`config.mk`:
```
export PLATFORM = sky130hd
export DESIGN_NAME = mbe_r8_mult_pipe
export DESIGN_NICKNAME = d
export VERILOG_FILES = /design/src/rtl/mbe_r8_mult_pipe.sv
export SDC_FILE = /design/constraint.sdc
export NUM_CORES = 2
export LEC_CHECK = 0
export CORE_MARGIN = 3
export CORE_UTILIZATION = 27
export DETAILED_ROUTE_END_ITERATION = 10
export PLACE_DENSITY = 0.46
export SYNTH_ARGS = -nofsm -noshare
export SYNTH_HDL_FRONTEND = slang
export SYNTH_SLANG_ARGS = --single-unit
```
`constraint.sdc`:
```
create_clock -name clk -period 4.9 [get_ports clk]
set_input_delay 0.735 -clock clk [delete_from_list [all_inputs] [get_ports clk]]
set_output_delay 0.735 -clock clk [all_outputs]
set_load 0.02 [all_outputs]
```
`src/rtl/mbe_r8_mult_pipe.sv`:
```
// Pipelined Modified-Booth radix-8 multiplier: Booth encode, PP select, sign-constant
// compression to a carry-save pair, then a final adder, with valid/ready backpressure.
module mbe_r8_mult_pipe #(
    parameter int unsigned NBIT        = 24,
    parameter int unsigned PIPE_STAGES = 3,
    parameter int unsigned TAG_W       = 4
) (
    input  logic                clk,
    input  logic                rst_n,
    input  logic                in_valid,
    output logic                in_ready,
    input  logic [NBIT-1:0]     in_x,
    input  logic [NBIT-1:0]     in_y,
    input  logic                in_signed,
    input  logic [TAG_W-1:0]    in_tag,
    output logic                out_valid,
    input  logic                out_ready,
    output logic [2*NBIT-1:0]   out_product,
    output logic [TAG_W-1:0]    out_tag
);

    localparam int NE     = NBIT + 1;
    localparam int NBLOCK = (NE + 2) / 3;
    localparam int PW     = 2 * NBIT;
    localparam int RW     = NBIT + 3;
    localparam int YW     = 3 * NBLOCK + 1;

    // Returns {neg, sel4, sel3, sel2, sel1} for a window {y[3i+2], y[3i+1], y[3i], y[3i-1]}.
    function automatic logic [4:0] booth_enc(input logic [3:0] b);
        logic [4:0] enc;
        case (b)
            4'b0000, 4'b1111: enc = 5'b0_0000;
            4'b0001, 4'b0010: enc = 5'b0_0001;
            4'b0011, 4'b0100: enc = 5'b0_0010;
            4'b0101, 4'b0110: enc = 5'b0_0100;
            4'b0111:          enc = 5'b0_1000;
            4'b1000:          enc = 5'b1_1000;
            4'b1001, 4'b1010: enc = 5'b1_0100;
            4'b1011, 4'b1100: enc = 5'b1_0010;
            4'b1101, 4'b1110: enc = 5'b1_0001;
            default:          enc = 5'b0_0000;
        endcase
        return enc;
    endfunction

    // Each row's sign bit is inverted; subtracting 2^(RW-1) per row restores the
    // sign-extended value, so all of those corrections fold into one constant.
    function automatic logic [PW-1:0] sign_const();
        logic [PW-1:0] k;
        logic [PW-1:0] one;
        k   = '0;
        one = {{(PW-1){1'b0}}, 1'b1};
        for (int i = 0; i < NBLOCK; i++) begin
            k = k - (one << (RW - 1 + 3 * i));
        end
        return k;
    endfunction

    localparam logic [PW-1:0] SIGN_K = sign_const();

    logic w_adv;

    assign w_adv    = ~out_valid | out_ready;
    assign in_ready = w_adv & rst_n;

    logic                   w_sx;
    logic                   w_sy;
    logic [RW-1:0]          w_x1;
    logic [RW-1:0]          w_x2;
    logic [RW-1:0]          w_x3;
    logic [RW-1:0]          w_x4;
    logic [YW-1:0]          w_yb;
    logic [NBLOCK*RW-1:0]   w_rows;
    logic [NBLOCK-1:0]      w_neg;

    assign w_sx = in_signed & in_x[NBIT-1];
    assign w_sy = in_signed & in_y[NBIT-1];
    assign w_x1 = {{3{w_sx}}, in_x};
    assign w_x2 = {w_x1[RW-2:0], 1'b0};
    assign w_x4 = {w_x1[RW-3:0], 2'b00};
    assign w_x3 = w_x1 + w_x2;
    assign w_yb = {{(YW - 1 - NBIT){w_sy}}, in_y, 1'b0};

    always_comb begin
        logic [4:0]    enc;
        logic [RW-1:0] pp;
        enc    = '0;
        pp     = '0;
        w_rows = '0;
        w_neg  = '0;
        for (int i = 0; i < NBLOCK; i++) begin
            enc = booth_enc(w_yb[3*i +: 4]);
            pp  = ({RW{enc[0]}} & w_x1) | ({RW{enc[1]}} & w_x2) |
                  ({RW{enc[2]}} & w_x3) | ({RW{enc[3]}} & w_x4);
            // One's complement here; the +1 is injected as a correction bit in the tree.
            pp  = pp ^ {RW{enc[4]}};
            w_rows[i*RW +: RW] = {~pp[RW-1], pp[RW-2:0]};
            w_neg[i]           = enc[4];
        end
    end

    // The signed mode is folded into the extended operands here, so only data and tag
    // need to ride through the later boundaries.
    logic [NBLOCK*RW-1:0]   w_a_rows;
    logic [NBLOCK-1:0]      w_a_neg;
    logic [TAG_W-1:0]       w_a_tag;
    logic                   w_a_valid;

    if (PIPE_STAGES >= 3) begin : g_reg_a
        logic [NBLOCK*RW-1:0]   r_a_rows;
        logic [NBLOCK-1:0]      r_a_neg;
        logic [TAG_W-1:0]       r_a_tag;
        logic                   r_a_valid;

        always_ff @(posedge clk or negedge rst_n) begin
            if (!rst_n) begin
                r_a_valid <= 1'b0;
                r_a_rows  <= '0;
                r_a_neg   <= '0;
                r_a_tag   <= '0;
            end else if (w_adv) begin
                r_a_valid <= in_valid;
                r_a_rows  <= w_rows;
                r_a_neg   <= w_neg;
                r_a_tag   <= in_tag;
            end
        end

        assign w_a_rows  = r_a_rows;
        assign w_a_neg   = r_a_neg;
        assign w_a_tag   = r_a_tag;
        assign w_a_valid = r_a_valid;
    end else begin : g_bypass_a
        assign w_a_rows  = w_rows;
        assign w_a_neg   = w_neg;
        assign w_a_tag   = in_tag;
        assign w_a_valid = in_valid;
    end

    logic [PW-1:0] w_sum;
    logic [PW-1:0] w_carry;

    always_comb begin
        logic [PW-1:0] row;
        logic [PW-1:0] s;
        logic [PW-1:0] c;
        logic [PW-1:0] ns;
        logic [PW-1:0] nc;
        s   = SIGN_K;
        c   = '0;
        row = '0;
        ns  = '0;
        nc  = '0;
        for (int i = 0; i < NBLOCK; i++) begin
            c[3*i] = w_a_neg[i];
        end
        for (int i = 0; i < NBLOCK; i++) begin
            row = {{(PW - RW){1'b0}}, w_a_rows[i*RW +: RW]} << (3 * i);
            ns  = s ^ c ^ row;
            nc  = ((s & c) | (s & row) | (c & row)) << 1;
            s   = ns;
            c   = nc;
        end
        w_sum   = s;
        w_carry = c;
    end

    logic [PW-1:0]      w_b_sum;
    logic [PW-1:0]      w_b_carry;
    logic [TAG_W-1:0]   w_b_tag;
    logic               w_b_valid;

    if (PIPE_STAGES >= 2) begin : g_reg_b
        logic [PW-1:0]      r_b_sum;
        logic [PW-1:0]      r_b_carry;
        logic [TAG_W-1:0]   r_b_tag;
        logic               r_b_valid;

        always_ff @(posedge clk or negedge rst_n) begin
            if (!rst_n) begin
                r_b_valid <= 1'b0;
                r_b_sum   <= '0;
                r_b_carry <= '0;
                r_b_tag   <= '0;
            end else if (w_adv) begin
                r_b_valid <= w_a_valid;
                r_b_sum   <= w_sum;
                r_b_carry <= w_carry;
                r_b_tag   <= w_a_tag;
            end
        end

        assign w_b_sum   = r_b_sum;
        assign w_b_carry = r_b_carry;
        assign w_b_tag   = r_b_tag;
        assign w_b_valid = r_b_valid;
    end else begin : g_bypass_b
        assign w_b_sum   = w_sum;
        assign w_b_carry = w_carry;
        assign w_b_tag   = w_a_tag;
        assign w_b_valid = w_a_valid;
    end

    logic               r_c_valid;
    logic [PW-1:0]      r_c_product;
    logic [TAG_W-1:0]   r_c_tag;

    always_ff @(posedge clk or negedge rst_n) begin
        if (!rst_n) begin
            r_c_valid   <= 1'b0;
            r_c_product <= '0;
            r_c_tag     <= '0;
        end else if (w_adv) begin
            r_c_valid   <= w_b_valid;
            r_c_product <= w_b_sum + w_b_carry;
            r_c_tag     <= w_b_tag;
        end
    end

    assign out_valid   = r_c_valid;
    assign out_product = r_c_product;
    assign out_tag     = r_c_tag;

endmodule

```
* Word-level counts from Yosys, hierarchy flattened
Memory sizes are Yosys's and may differ from the RTL's.
Index checks and enable logic that the tools add are counted.
** Word-level totals
- Logic and storage cells :: 166
- Bits in read-only memories :: 720
- Input bits :: 57
- Output and inout bits :: 54
- Register bits :: 407
- Memories kept :: 9
** Operators by class
- Bitwise operators :: 144
- Add/subtract/negate cells :: 2
** Memory list
- (no name shown) :: words 16, bits a word 5, rd ports 1, clocked after memory_dff 0, wr ports 0, line 31 : case (b)
- (no name shown) :: words 16, bits a word 5, rd ports 1, clocked after memory_dff 0, wr ports 0, line 31
- (no name shown) :: words 16, bits a word 5, rd ports 1, clocked after memory_dff 0, wr ports 0, line 31
- (no name shown) :: words 16, bits a word 5, rd ports 1, clocked after memory_dff 0, wr ports 0, line 31
- (no name shown) :: words 16, bits a word 5, rd ports 1, clocked after memory_dff 0, wr ports 0, line 31
- (no name shown) :: words 16, bits a word 5, rd ports 1, clocked after memory_dff 0, wr ports 0, line 31
- +3 memories
** Operators with widths (count)
- bitwise AND 27 bit :: 32
- OR 47 bit :: 15
- OR 27 bit :: 25
- bitwise AND 47 bit :: 11
- XOR 48 bit :: 8
- XOR 27 bit :: 8
- bitwise AND 24 bit :: 4
- bitwise AND 47 x 33 -> 47 bit :: 2
- bitwise AND 47 x 36 -> 47 bit :: 2
- bitwise AND 47 x 39 -> 47 bit :: 2
- bitwise AND 47 x 42 -> 47 bit :: 2
- bitwise AND 47 x 45 -> 47 bit :: 2
- OR 24 bit :: 3
- adder 48 bit :: 1
- XOR 47 x 48 -> 48 bit :: 1
- XOR 48 x 33 -> 48 bit :: 1
- XOR 48 x 36 -> 48 bit :: 1
- XOR 48 x 39 -> 48 bit :: 1
- XOR 48 x 42 -> 48 bit :: 1
- XOR 48 x 45 -> 48 bit :: 1
- bitwise AND 47 x 28 -> 47 bit :: 1
- bitwise AND 47 x 30 -> 47 bit :: 1
- OR 47 x 30 -> 47 bit :: 1
- XOR 47 x 27 -> 47 bit :: 1
- 9 further kinds :: 19

* Longest topological paths before layout
- Depth after elaboration :: 26
- Mapped depth :: 15
- Gate-level depth less buffers :: 15

* Worst setup path after synthesis
Ideal clock, no wire load.
- Kind :: register to register
- Start :: register g_reg_a.r_a_rows[24]
- End :: register g_reg_b.r_b_sum[25]
- Clock period less this slack :: 4.432 ns
- Setup time :: 0.117 ns
- Stages on the path, launching flop included :: 14
- Arrival :: 4.315 ns
- Slack :: 0.468 ns
- Path buffers :: 0
- Data required time :: 4.783 ns
- Path through :: dfrtp_1 ha_1 inv_1 fa_1 inv_1 fa_1 fa_1 fa_1 fa_1 fa_1 fa_1 fa_1 nand2_1 nand2_1
** Between the ends
- Cells in the longest elaborated chain, start to end :: 18
- Elaborated cells between the ends (all ways) :: 47
- Classes of those cells :: bitwise (47)
** RTL lines
- start, declared :: line 110 : logic [NBLOCK*RW-1:0] r_a_rows;
- start signal, assigned :: line 123 : r_a_rows <= w_rows;
- bitwise AND 25 x 27 -> 27 bit or XOR 47 x 27 -> 47 bit (tied branches) :: line 160, 159
- OR 27 bit (tied with other cells) :: line 160 : nc = ((s & c) | (s & row) | (c & row)) << 1;
- XOR 47 x 28 -> 47 bit (tied with other cells) :: line 159 : ns = s ^ c ^ row;
- XOR 47 x 30 -> 47 bit (tied with other cells) :: line 159
- XOR 47 x 48 -> 48 bit (tied with other cells) :: line 159
- XOR 48 x 33 -> 48 bit (tied with other cells) :: line 159
- XOR 48 bit (tied with other cells) :: line 159
- XOR 48 x 36 -> 48 bit (tied with other cells) :: line 159
- XOR 48 bit (tied with other cells) :: line 159
- XOR 48 x 39 -> 48 bit (tied with other cells) :: line 159
- XOR 48 bit (tied with other cells) :: line 159
- XOR 48 x 42 -> 48 bit (tied with other cells) :: line 159
- XOR 48 bit (tied with other cells) :: line 159
- XOR 48 x 45 -> 48 bit (tied with other cells) :: line 159
- XOR 48 bit or OR 47 bit (tied branches) (2 in a row) :: line 159, 160
- XOR 48 bit * (2 in a row) :: line 159
- net w_sum[25] :: line 140 : logic [PW-1:0] w_sum;
- end signal, assigned :: line 187 : r_b_sum <= w_sum;
- end, declared :: line 174 : logic [PW-1:0] r_b_sum;
Mark *: on every way through the listed nets, which the timed path passes. The rest lies on a longest branch.
A chain may end at the register's enable or synchronous reset.

* Final worst setup path
Ends and elaborated chain as after synthesis.

==> flow_summary.ini <==
[floorplan]
die_x_um = 341.6
io_pins = 111
start_util = 0.2733
die_h_um = 341.6
coreArea_sq_um = 111300
dieArea_sq_um = 116700
rows = 122

[global_route]
grt_pass1_vias = 26457
grt_use_total = 0.1981
met1_usage = 0.2968
grt_overflow = 0
grt_max_degree = 147
use_met3 = 0.03820
antenna_found_initial = 2
top_usage_layer = met1
grt_pass1_wl_um = 177000
use_met2 = 0.2895

[timing]
worstMarginPinSlew_ns = 1.163
timing.final.crit_period_ns = 4.653
hold_violations = 0
setup_violations = 0
fmax_ghz = 0.2149
slew_headroom = 0.2207
skew_ns = 0.03083
layout_setup_ws_ns = 0.2465
post-route-period-util = 0.9497
grt_setup_unrepaired = false
maxSlewViolCount = 0
fin_setup_tns_ns = 0

[synthesis]
async_flop_share = 1.000
syn_area_sq_um = 30410
ys.flop_type = dfrtp_1
synth_top_area_cell = dfrtp_1
netlist.area_leader.share = 0.3275
synth_warnings = 0
synth.yosys.seq_area_share = 0.3275
synth_fp_nets = 3835
syn_inst = 3437
synth.distinct_cells = 71
ys_seq_elements = 398
avgSynthCellArea_sq_um = 8.848
synthTopCellsByArea = dfrtp_1 33%, fa_1 12%, nand2_1 7.6%, ha_1 6.8%, a222oi_1 4.3%
synth_edf_count = 0

[clock_network]
cts_hold_buf = 0
cts_resized = 0
cts_tree = built
cts.sinks = 398
cts_root_buf = clkbuf_16
clk_pin_slew_ns = 0.06
postCtsSetupBuffers = 0
numCtsBuffers = 53
cts_buffer_depth = 3
htree_levels = 2
clkLatencyLatePin_ns = 0.64

[setup_path]
worst_ep_arrival_time_ns = 5.16
required_ns = 5.41
endpoint_kind = flip-flop
path_max_fanout = 2
rr_worst_depth = 13
critPathLaunchType = flip-flop
reg2reg_to = g_reg_b.r_b_sum[25]$_DFFE_PN0N_
reg2reg_slack_ns = 0.25
crit_type = reg -> reg
crit_path_start = g_reg_a.r_a_rows[24]$_DFFE_PN0N_
r2r_start = g_reg_a.r_a_rows[24]$_DFFE_PN0N_

[run_status]
violations = DRC
status = complete, but fails checks

[place]
dp_worst_setup_slack_ns = 0.2789
placed_cell_area_sq_um = 33260
post-place-cells = 4859
place_hpwl_um = 84680
io_buffers = 110
gp_congestion = 0.9019

[route]
via_count = 26589
drcViolationCount = 10
drtAntennaViolNets = 0
wirelength_um = 117200
firstDrtPassIters = 11
drtIter0Drc = 3246
vias_per_cell = 5.359
wire_per_inst_um = 23.62

[layout]
final_cell_mix = 615 x nand2_1, 398 x dfrtp_1, 272 x nor2_1
final_cells = 4962
final_common_cell = nand2_1
layout-drive-gt1-share = 0.06626
fillers = 11742
area_growth_pct = 15.60
final_area_sq_um = 35150
layout.nets = 3824

[job]
maxCapViolCount = 0

[worst_hold_path]
min_path_type = in -> async
area by class of cell:
type	count	area (sq um)	area share
multi-input combinational	2623	18930	0.5384
timing repair buffer	220	2019	0.05745
clock inverter	29	375.4	0.01068
tap	1488	1862	0.05296
inverter	130	488.0	0.01388
sequential	398	9960	0.2833
clock buffer	71	1515	0.04310
antenna	3	7.507	0.0002136
layer usage:
metal / routed length, um / up-vias / share of wire
met5: 13 / - / 0.00011
li1: - / 12197 / -
met4: 2964 / 2 / 0.025
met1: 54940 / 13060 / 0.47
met2: 48990 / 1165 / 0.42
met3: 10280 / 165 / 0.088
Yosys cell counts (all sizes together), types with 24 or more instances:
library cell and number:
a222oi 132, a21o 40, a21oi 225, clkbuf 241, dfrtp 398, inv 129, xnor2 139, a21boi 40
fa 176, a211oi 36, nor3 74, o21ai 146, o31ai 31, nand3 50, xor2 36, a22o 41
buf 45, ha 165, mux2i 39, a22oi 49, nor2 272, nand2 615, nand2b 25, o221ai 38
a31oi 24
cell families (layout without fill, tap and decap cells):
family                   count (synthesis)  in the layout  share of synthesized area
AND/OR/NAND/NOR                       1152           1152                     0.1610
multiplexers                            46             46                    0.01543
flip-flops                             398            398                     0.3275
other                                    0              3                          0
buffers and inverters                  416            450                    0.05196
adder cells (fa/ha/maj)                341            341                     0.1837
AO/OA/AOI/OAI                          909            909                     0.2100
XOR/XNOR                               175            175                    0.05040
stage by stage:
| stage | utilization | hold WS (ns) |
|---|---|---|
| floorplan | - | 0.4300 |
| global route | 0.3159 | 0.1544 |
| finish | 0.3159 | 0.1270 |
| global placement | 0.2988 | 0.4426 |
| detailed placement | 0.2988 | 0.4477 |
| CTS | 0.3158 | 0.1151 |
sequential cells by signal, indices dropped and copies added (netlist names), 4 cells and up:
signal / cells
g_reg_b.r_b_sum: 48
g_reg_b.r_b_tag: 4
out_product: 48
g_reg_a.r_a_rows: 240
g_reg_a.r_a_tag: 4
out_tag: 4
g_reg_b.r_b_carry: 38
g_reg_a.r_a_neg: 9
worst max path at each step:
| stage | to | slack [ns] | depth (start not counted) |
|---|---|---|---|
| after floorplan | g_reg_b.r_b_sum[25]$_DFFE_PN0N_ | 0.47 | 13 |
| after global placement | g_reg_b.r_b_sum[25]$_DFFE_PN0N_ | 0.29 | 13 |
| after detailed placement | g_reg_b.r_b_sum[25]$_DFFE_PN0N_ | 0.28 | 13 |
| after CTS | g_reg_b.r_b_sum[25]$_DFFE_PN0N_ | 0.25 | 13 |
| after global routing | g_reg_b.r_b_sum[26]$_DFFE_PN0N_ | 0.1 | 13 |
| final | g_reg_b.r_b_sum[25]$_DFFE_PN0N_ | 0.25 | 13 |
critical path, stage by stage (launching register included):
cell and delay (ns):
dfrtp_1 0.38, ha_1 0.20, inv_1 0.06, fa_1 0.41, inv_1 0.08, fa_1 0.42, fa_1 0.52, fa_1 0.43
fa_1 0.52, fa_1 0.44, fa_1 0.52, fa_1 0.41, nand2_1 0.07, nand2_1 0.06
Power is not shown: default switching activity piles up to over one toggle a cycle in this logic, so the estimate is an artifact.
